===== src/rtl/if_id_buf_pkg.sv =====
// Shared constants and types for the fetch/decode boundary buffer.
// Carries the CPU_BUS / INST_NOP / ZERO_WORD defines (guarded so a global defines file wins).
`ifndef CPU_BUS
`define CPU_BUS 32
`endif
`ifndef INST_NOP
`define INST_NOP 32'h00000013
`endif
`ifndef ZERO_WORD
`define ZERO_WORD 32'h00000000
`endif

package if_id_buf_pkg;

    localparam int          CPU_BUS   = `CPU_BUS;
    localparam logic [31:0] INST_NOP  = `INST_NOP;
    localparam logic [31:0] ZERO_WORD = `ZERO_WORD;

    // Occupancy encoded as {OUT.valid, SKID.valid}; 2'b01 cannot occur.
    typedef enum logic [1:0] {
        ST_EMPTY = 2'b00,
        ST_ONE   = 2'b10,
        ST_FULL  = 2'b11
    } state_t;

    function automatic state_t occupancy(input logic out_valid, input logic skid_valid);
        return state_t'({out_valid, skid_valid});
    endfunction

endpackage


===== src/rtl/if_id_buf_if.sv =====
// Fetch-to-decode handshake bundle: upstream pair in, downstream pair out, valid/ready both ways.
// Handshake: a pair moves across a side on a rising edge where its valid and ready are both 1.
interface if_id_buf_if #(
    parameter int DATA_W = 32
);
    logic [DATA_W-1:0] instAddrIn;
    logic [DATA_W-1:0] instIn;
    logic              validIn;
    logic              readyOut;
    logic [DATA_W-1:0] instAddrOut;
    logic [DATA_W-1:0] instOut;
    logic              validOut;
    logic              readyIn;

    // The buffer itself.
    modport slave (
        input  instAddrIn, instIn, validIn, readyIn,
        output readyOut, instAddrOut, instOut, validOut
    );

    // Whoever drives fetch and plays decode (pipeline glue or a bench).
    modport master (
        output instAddrIn, instIn, validIn, readyIn,
        input  readyOut, instAddrOut, instOut, validOut
    );
endinterface


===== src/rtl/if_id_entry.sv =====
// One {addr, inst, valid} slot of the IF/ID buffer; clear wins over load.
// A cleared slot holds a NOP at address zero so decode never sees stale bits.
import if_id_buf_pkg::*;

module if_id_entry #(
    parameter int DATA_W = 32
) (
    input  logic              clk,
    input  logic              rst_n,
    input  logic              i_load,
    input  logic              i_clear,
    input  logic [DATA_W-1:0] i_addr,
    input  logic [DATA_W-1:0] i_inst,
    output logic [DATA_W-1:0] o_addr,
    output logic [DATA_W-1:0] o_inst,
    output logic              o_valid
);

    logic [DATA_W-1:0] r_addr;
    logic [DATA_W-1:0] r_inst;
    logic              r_valid;

    always_ff @(posedge clk or negedge rst_n) begin
        if (!rst_n) begin
            r_addr  <= DATA_W'(ZERO_WORD);
            r_inst  <= DATA_W'(INST_NOP);
            r_valid <= 1'b0;
        end else if (i_clear) begin
            r_addr  <= DATA_W'(ZERO_WORD);
            r_inst  <= DATA_W'(INST_NOP);
            r_valid <= 1'b0;
        end else if (i_load) begin
            r_addr  <= i_addr;
            r_inst  <= i_inst;
            r_valid <= 1'b1;
        end
    end

    assign o_addr  = r_addr;
    assign o_inst  = r_inst;
    assign o_valid = r_valid;

endmodule


===== src/rtl/if_id_buf.sv =====
// IF/ID pipeline register with a two-entry skid buffer (OUT + SKID) and synchronous flush.
// Optional stall/flush performance counters are built only when IF_ID_PERF_CNT_EN is defined.
import if_id_buf_pkg::*;

module if_id_buf #(
    parameter int DATA_W = CPU_BUS,
    parameter int CNT_W  = 32
) (
    input  logic             clk,
    input  logic             rst,
    if_id_buf_if.slave       bus,
    input  logic             flushIn,
    output logic [CNT_W-1:0] stallCnt,
    output logic [CNT_W-1:0] flushCnt,
    output state_t           dbgState
);

    logic [DATA_W-1:0] w_out_addr;
    logic [DATA_W-1:0] w_out_inst;
    logic              w_out_valid;
    logic [DATA_W-1:0] w_skid_addr;
    logic [DATA_W-1:0] w_skid_inst;
    logic              w_skid_valid;

    logic              w_accept;
    logic              w_out_free;
    logic              w_out_load;
    logic              w_out_clear;
    logic              w_out_sel_skid;
    logic              w_skid_load;
    logic              w_skid_clear;
    logic [DATA_W-1:0] w_out_addr_d;
    logic [DATA_W-1:0] w_out_inst_d;

    // readyOut comes straight from the SKID valid flop, so it never sees readyIn.
    assign bus.readyOut = !w_skid_valid;
    assign w_accept     = bus.validIn && !w_skid_valid;
    assign w_out_free   = !w_out_valid || bus.readyIn;

    always_comb begin
        w_out_load     = 1'b0;
        w_out_clear    = 1'b0;
        w_out_sel_skid = 1'b0;
        w_skid_load    = 1'b0;
        w_skid_clear   = 1'b0;
        if (flushIn) begin
            w_out_clear  = 1'b1;
            w_skid_clear = 1'b1;
        end else if (w_out_free) begin
            if (w_skid_valid) begin
                // readyOut is low whenever SKID is full, so no accept competes here.
                w_out_load     = 1'b1;
                w_out_sel_skid = 1'b1;
                w_skid_clear   = 1'b1;
            end else if (w_accept) begin
                w_out_load = 1'b1;
            end else begin
                w_out_clear = 1'b1;
            end
        end else if (w_accept) begin
            w_skid_load = 1'b1;
        end
    end

    assign w_out_addr_d = w_out_sel_skid ? w_skid_addr : bus.instAddrIn;
    assign w_out_inst_d = w_out_sel_skid ? w_skid_inst : bus.instIn;

    if_id_entry #(.DATA_W(DATA_W)) u_out (
        .clk     (clk),
        .rst_n   (rst),
        .i_load  (w_out_load),
        .i_clear (w_out_clear),
        .i_addr  (w_out_addr_d),
        .i_inst  (w_out_inst_d),
        .o_addr  (w_out_addr),
        .o_inst  (w_out_inst),
        .o_valid (w_out_valid)
    );

    if_id_entry #(.DATA_W(DATA_W)) u_skid (
        .clk     (clk),
        .rst_n   (rst),
        .i_load  (w_skid_load),
        .i_clear (w_skid_clear),
        .i_addr  (bus.instAddrIn),
        .i_inst  (bus.instIn),
        .o_addr  (w_skid_addr),
        .o_inst  (w_skid_inst),
        .o_valid (w_skid_valid)
    );

    assign bus.instAddrOut = w_out_addr;
    assign bus.instOut     = w_out_inst;
    assign bus.validOut    = w_out_valid;
    assign dbgState        = occupancy(w_out_valid, w_skid_valid);

`ifdef IF_ID_PERF_CNT_EN
    logic [CNT_W-1:0] r_stall_cnt;
    logic [CNT_W-1:0] r_flush_cnt;

    // Both counters wrap freely; software takes differences.
    always_ff @(posedge clk or negedge rst) begin
        if (!rst) begin
            r_stall_cnt <= '0;
            r_flush_cnt <= '0;
        end else begin
            if (w_out_valid && !bus.readyIn) begin
                r_stall_cnt <= r_stall_cnt + CNT_W'(1);
            end
            if (flushIn) begin
                r_flush_cnt <= r_flush_cnt + CNT_W'(1);
            end
        end
    end

    assign stallCnt = r_stall_cnt;
    assign flushCnt = r_flush_cnt;
`else
    assign stallCnt = '0;
    assign flushCnt = '0;
`endif

endmodule


===== src/flat_wrapper.sv =====
// flat-port wrapper written by rule: the top's interface ports become plain ports
module if_id_buf_flat 
#(
    parameter int DATA_W = CPU_BUS,
    parameter int CNT_W  = 32
)
  (clk, rst, flushIn, stallCnt, flushCnt, dbgState, bus_instAddrIn, bus_instIn, bus_validIn, bus_readyIn, bus_readyOut, bus_instAddrOut, bus_instOut, bus_validOut);
  if_id_buf_if #(.DATA_W(DATA_W)) bus_i ();
  input  logic clk;
  input  logic rst;
  input  logic flushIn;
  output logic [CNT_W-1:0] stallCnt;
  output logic [CNT_W-1:0] flushCnt;
  output state_t dbgState;
  input wire logic [$bits(bus_i.instAddrIn)-1:0] bus_instAddrIn;
  input wire logic [$bits(bus_i.instIn)-1:0] bus_instIn;
  input wire logic [$bits(bus_i.validIn)-1:0] bus_validIn;
  input wire logic [$bits(bus_i.readyIn)-1:0] bus_readyIn;
  output wire logic [$bits(bus_i.readyOut)-1:0] bus_readyOut;
  output wire logic [$bits(bus_i.instAddrOut)-1:0] bus_instAddrOut;
  output wire logic [$bits(bus_i.instOut)-1:0] bus_instOut;
  output wire logic [$bits(bus_i.validOut)-1:0] bus_validOut;
  assign bus_i.instAddrIn = bus_instAddrIn;
  assign bus_i.instIn = bus_instIn;
  assign bus_i.validIn = bus_validIn;
  assign bus_i.readyIn = bus_readyIn;
  assign bus_readyOut = bus_i.readyOut;
  assign bus_instAddrOut = bus_i.instAddrOut;
  assign bus_instOut = bus_i.instOut;
  assign bus_validOut = bus_i.validOut;
  if_id_buf #(.DATA_W(DATA_W), .CNT_W(CNT_W)) u_core (.clk(clk), .rst(rst), .bus(bus_i), .flushIn(flushIn), .stallCnt(stallCnt), .flushCnt(flushCnt), .dbgState(dbgState));
endmodule

===== config.mk =====
export PLATFORM = sky130hd
export DESIGN_NAME = if_id_buf_flat
export DESIGN_NICKNAME = d
export VERILOG_FILES = /design/src/rtl/if_id_buf_pkg.sv /design/src/rtl/if_id_buf_if.sv /design/src/rtl/if_id_entry.sv /design/src/rtl/if_id_buf.sv /design/src/flat_wrapper.sv
export SDC_FILE = /design/constraint.sdc
export NUM_CORES = 1
export LEC_CHECK = 0
export ABC_AREA = 1
export CORE_ASPECT_RATIO = 2
export CORE_MARGIN = 2
export CORE_UTILIZATION = 45
export CTS_BUF_LIST = sky130_fd_sc_hd__clkbuf_4
export DETAILED_ROUTE_END_ITERATION = 7
export PLACE_DENSITY_LB_ADDON = 0.05
export SLEW_MARGIN = 20
export SYNTH_ARGS = -nofsm -noshare
export SYNTH_HDL_FRONTEND = slang
export SYNTH_SLANG_ARGS = --single-unit

===== constraint.sdc =====
create_clock -name clk -period 1.25 [get_ports clk]
set_input_delay 0.25 -clock clk [delete_from_list [all_inputs] [get_ports clk]]
set_output_delay 0.25 -clock clk [all_outputs]
set_load 0.02 [all_outputs]

After elaboration in Yosys (flattened, before gate mapping)
Cells that the tools add are included.
- flip-flop bits (word level): 130
- output and inout bits: 132
- logic and storage cells: 40
- reduce and logical (&&, ||, !) cells: 6
- mux-type cells: 28
- operator list (operator ; number):
    $mux W32 ; 10
    $mux W1 ; 18
    $reduce_bool A2 Y1 ; 2
    $logic_not A1 Y1 ; 2
    $logic_and A1 B1 Y1 ; 1
    $logic_or A1 B1 Y1 ; 1

Longest topological paths before layout
- depth in word-level cells: 8
- mapped depth: 8
- depth with buffers taken out: 7

Modules after synthesis
From an unflattened synthesis, not the netlist that was laid out.
- cells, all modules: 854
- area total of the unflattened synthesis: 6705.2 um2
- modules (own cells, without submodules) (module ; area each (um2) ; seq. area each (um2) ; instances ; cells an instance):
    if_id_entry ; 2583.7 ; 1630.3 ; 2 ; 280
    if_id_buf ; 1537.7 ; 0.0 ; 1 ; 294

Worst setup path after synthesis
OpenSTA, ideal clock, no wires.
- path type: register -> register
- from: register u_core.u_out.r_valid, in the netlist u_core.u_out.o_valid
- to: register u_core.u_skid.r_addr[10], in the netlist u_core.u_skid.o_addr[10]
- cell stages (with the launch flop): 7
- arrival: 1.271 ns
- data required time: 1.133 ns
- period minus slack after synthesis: 1.389 ns
- path buffers: 1
- slack: -0.139 ns
- cell sequence: dfrtp_1 -> nand2_2 -> nor2_4 -> nand2_4 -> nand2_4 -> buf_6 -> o21ai_2
- word-level cells in the longest chain between the ends: 5
- elaborated cells between the ends (all ways): 8
- RTL lines (item ; line ; text):
    start: declaration ; if_id_entry.sv:21 ; logic r_valid;
    start signal: assignment ; if_id_entry.sv:27 ; r_valid <= 1'b0;
    start signal: assignment ; if_id_entry.sv:31 ; r_valid <= 1'b0;
    start signal: assignment ; if_id_entry.sv:35 ; r_valid <= 1'b1;
    $logic_not A1 Y1 * ; if_id_buf.sv:38 ; assign w_out_free = !w_out_valid || bus.readyIn;
    $logic_or A1 B1 Y1 * ; if_id_buf.sv:38 ;
    $mux W1 ; if_id_buf.sv:49 ; end else if (w_out_free) begin
    $mux W1 ; if_id_buf.sv:46 ; if (flushIn) begin
    $mux W32 / $reduce_bool A2 Y1 (equally long branches) ; n/a ;
    end signal: assignment ; if_id_entry.sv:25 ; r_addr <= DATA_W'(ZERO_WORD);
    end signal: assignment ; if_id_entry.sv:29 ; r_addr <= DATA_W'(ZERO_WORD);
    end signal: assignment ; if_id_entry.sv:33 ; r_addr <= i_addr;
    end: declaration ; if_id_entry.sv:19 ; logic [DATA_W-1:0] r_addr;
Mark *: on every way between the ends. The rest lies on a longest branch, timed or not.
A chain may end at the register's enable or synchronous reset.

Worst setup path in the final report
- from: register u_core.u_skid.r_valid, in the netlist u_core.u_skid.o_valid
- to: register u_core.u_skid.r_addr[3], in the netlist u_core.u_skid.o_addr[3]
- word-level cells in the longest chain between the ends: 6
- elaborated cells between the ends (all ways): 10
- RTL lines (item ; line ; text):
    start: declaration ; if_id_entry.sv:21 ;
    start signal: assignment ; if_id_entry.sv:27 ;
    start signal: assignment ; if_id_entry.sv:31 ;
    start signal: assignment ; if_id_entry.sv:35 ;
    $logic_not A1 Y1 ; if_id_buf.sv:37 ; assign w_accept = bus.validIn && !w_skid_valid;
    $logic_and A1 B1 Y1 ; if_id_buf.sv:37 ;
    $mux W1 ; if_id_buf.sv:60 ; end else if (w_accept) begin
    $mux W1 ; if_id_buf.sv:49 ;
    $mux W1 ; if_id_buf.sv:46 ;
    $reduce_bool A2 Y1 (no line) ; n/a ;
Parallel ways exist; a longest one is shown, timed or not.

==> out/qor.tcl <==
set qor(final_critical_path_time_including_i_o_delays_and_setup_ns) 1.48
set qor(global_route.usage.met1_pct) 28.1
set qor(routed_wire_length_per_instance_um) 14.3
set qor(setup.worst_path.class) {reg -> reg}
set qor(power.switching_w) 0.00276
set qor(ioPinCount) 201
set qor(critical_path.slowest_cell) {dfrtp_2}
set qor(placement_rows) 64
set qor(critical_path_arrival_ns) 1.93
set qor(synth-warning-count) 0
set qor(drive_gt1_share_pct) 27.0
set qor(critical_path_required_ns) 1.70
set qor(synthTopCellsByArea) {dfrtp_1 (45%), nand2_1 (14%), o21ai_2 (7.4%)}
set qor(ir_worst_vdd_v) 0.000670
set qor(critical_path.endpoint_type) {register}
set qor(critical_path.cell_chain) {buf_6 > buf_8 > a21oi_4 > nand2_8 > buf_6 > buf_8 > o21ai_2}
set qor(max_clock_freq_ghz) 0.675
set qor(number_of_port_buffers) 136
set qor(drt_wl_total_um) 17800
set qor(flop_pwr_share_pct) 46.0
set qor(dpl.cell_count) 1167
set qor(initial_utilization_pct) 45.6
set qor(global_route_wire_length_before_repair_um) 29600
set qor(gr-usage-all-layers_pct) 22.8
set qor(die_y_um) 179
set qor(dpl_worst_slack_ns) -0.446
set qor(dpl.hpwl_um) 11500
set qor(post_synthesis_mean_instance_area_um2) 8.13
set qor(ys_seq_elements) 130
set qor(core_area_um2) 15100
set qor(global_route.usage.met2_pct) 39.6
set qor(failed_checks) {negative setup slack}
set qor(cell_type_with_the_largest_total_area_after_synthesis) {dfrtp_1}
set qor(clock_path_buffers) 2
set qor(antenna_found_initial) 1
set qor(tritoncts) {done}
set qor(seq_area_um2) 3260
set qor(power_switching_share_pct) 28.3
set qor(grt.busiest_layer) {met2}
set qor(tritoncts.num_buffers) 17
set qor(final.period_utilization_pct) 118
set qor(netlist_top_cells_count) {nand2_1 (261), inv_1 (131), dfrtp_1 (124)}
set qor(clock_power_share_pct) 35.0
set qor(max-cap-violations) 0
set qor(grt_setup_unrepaired) {yes}
set qor(setup_slack_ns) -0.231
set qor(synth_top_area_share_pct) 45.0
set qor(detail_route.iter0.violations) 260
set qor(finalClockSkew_ns) 0.0233
set qor(cts_max_level) 4
set qor(worstSetupStartpointType) {register}
set qor(areal_power_density_over_the_cells_nw_per_um2) 1030
set qor(fin_total_pwr_w) 0.00977
set qor(syn_to_final_growth_pct) 37.1
set qor(synthArstFlopShare_pct) 100
set qor(slew_viols_final) 0
set qor(syn_inst) 848
set qor(dieArea_um2) 16400
set qor(design.final.nets) 1107
set qor(multi_input_area_um2) 2680
set qor(clock_tree.root_cell) {clkbuf_4}
set qor(via_count_normalized_by_instance_count) 4.70
set qor(gpl_congestion) 0.802
set qor(post-route-cell-area_um2) 9460
set qor(leakagePower_nw) 4.92
set qor(synth_enable_flop_cells) 0
set qor(clock_sinks) 130
set qor(critical-path-max-stage-delay_ns) 0.45
set qor(number_of_global_route_vias_before_repair) 5905
set qor(setup-violations-final) 196
set qor(finish.cell_count_without_fillers) 1249
set qor(die_x_um) 91.5
set qor(outcome) {finished with violations}
set qor(grt_max_degree) 55
set qor(fillers) 1333
set qor(comb_power_share_pct) 19.1
set qor(synth.cell_area_um2) 6900
set qor(route.antenna.remaining_nets) 0
set qor(seq_area_frac_synth_pct) 47.3
set qor(grt_use_met3_pct) 4.88
set qor(hold_violations) 0
set qor(yosysUniqueCellTypes) 22
set qor(detailed_place.area_um2) 8430
set qor(largest_driver_fanout_on_the_critical_path) 6
set qor(post-route-drc-count) 0
set qor(overflow) 0
set qor(intPower_w) 0.00701
set qor(detailroute.via_count) 5876
set qor(worstHoldPathType) {in -> async}
set qor(worstSkewPairLatency_ns) 0.52
set qor(synth_flop_cell) {dfrtp_1}
set qor(drt_pre_antenna_iters) 4
set qor(yosysMostFrequentCell) {nand2_1}
set qor(cts.clk_slew.worst_paths_ns) 0.13
==> stage by stage <==
| stage | hold WS (ns) | util (%) | setup TNS, ns |
|---|---|---|---|
| after floorplan | -0.0456 | - | -2.42 |
| after global placement | 0.231 | 55.7 | -52.69 |
| after global routing | 0.213 | 62.5 | -37.60 |
| after CTS | 0.204 | 61.0 | -29.06 |
| after detailed placement | 0.229 | 55.7 | -53.68 |
| final | 0.236 | 62.5 | -25.26 |
==> timing repair <==
| action | 4_1_cts | 5_1_grt |
|---|---|---|
| endpoints found under the setup margin | 196 | 196 |
| setup buffers | 24 | 23 |
| cloned | 4 | 0 |
| endpoints found under the hold margin | 130 | 0 |
| resized for setup | 429 | 23 |
| hold buffers | 1 | 0 |
| pin swaps | 3 | 19 |
==> power by group through the flow <==
stage | clock network (W) | registers [W] | logic (W)
after CTS | 0.00350 | 0.00449 | 0.00182
after global routing | 0.00368 | 0.00451 | 0.00204
after global placement | 0 | 0.00455 | 0.00165
after floorplan | 0 | 0.00468 | 0.000907
final | 0.00341 | 0.00449 | 0.00186
after detailed placement | 0 | 0.00455 | 0.00166
==> flip-flops by register name, indices dropped and copies added, names as in the netlist <==
register,flops
u_core.u_skid.o_valid,1
u_core.u_skid.o_inst,32
u_core.u_skid.o_addr,32
u_core.u_out.o_addr,32
u_core.u_out.o_inst,32
u_core.u_out.o_valid,1
==> per-layer routing <==
| metal | part of all wire [%] | up-vias |
|---|---|---|
| li1 | - | 2904 |
| met1 | 42 | 2808 |
| met2 | 53 | 148 |
| met3 | 4.3 | 16 |
| met4 | 1.3 | 0 |
| met5 | 0 | - |
==> final cells by class <==
| class | count | share of cell area (%) |
|---|---|---|
| multi-input combinational | 529 | 28.4 |
| clock inverter | 13 | 2.22 |
| inverter | 135 | 5.38 |
| tap | 198 | 2.62 |
| clock buffer | 18 | 1.43 |
| timing repair buffer | 225 | 25.5 |
| sequential | 130 | 34.5 |
| antenna | 1 | 0.0265 |
==> layout by cell type (no fill, tap or decap), drive strengths merged <==
master | synthesis | final
nand4 | 64 | 64
o21ai | 62 | 62
or2 | 3 | 3
nand2 | 264 | 264
dfstp | 6 | 6
bufinv | 0 | 5
nand3 | 68 | 68
buf | 110 | 157
clkinv | 0 | 6
diode | 0 | 1
clkinvlp | 0 | 1
a21oi | 1 | 1
conb | 1 | 64
clkbuf | 7 | 18
dfrtp | 124 | 124
clkdlybuf4s50 | 0 | 67
nor2 | 3 | 3
dlygate4sd3 | 0 | 1
inv | 135 | 136
==> kinds of logic (layout without fill, tap and decap cells) <==
logic type	count (synthesis)	after routing	share of synthesized area [%]
AO/OA/AOI/OAI	63	63	7.89
buffers and inverters	252	391	18.7
flip-flops	130	130	47.3
other	1	65	0.0544
AND/OR/NAND/NOR	402	402	26.1
==> worst max-delay path, delay by kind of cell, from the launching register on <==
kind,cells,cell delay (ns)
buf+inv,4,0.52
flops,1,0.45
compound gates,2,0.31
simple gates,1,0.13
==> final timing paths <==
kind | start | slack (ns) | cells past startpoint | to
worst max register to register | u_core.u_skid.o_valid$_DFFE_PN0P_ | -0.23 | 7 | u_core.u_skid.o_addr[3]$_DFFE_PN0P_
worst min-delay path | rst | 0.24 | 3 | u_core.u_out.o_inst[28]$_DFFE_PN0P_
min in group clk | bus_instIn[27] | 0.31 | 3 | u_core.u_skid.o_inst[27]$_DFFE_PN0P_
worst min register to register | u_core.u_skid.o_inst[0]$_DFFE_PN1P_ | 0.49 | 2 | u_core.u_skid.o_inst[0]$_DFFE_PN1P_
max in group asynchronous | rst | 0.69 | 3 | u_core.u_out.o_addr[27]$_DFFE_PN0P_
worst max-delay path | u_core.u_skid.o_valid$_DFFE_PN0P_ | -0.23 | 7 | u_core.u_skid.o_addr[3]$_DFFE_PN0P_
Power figures use the tool's default switching activity.
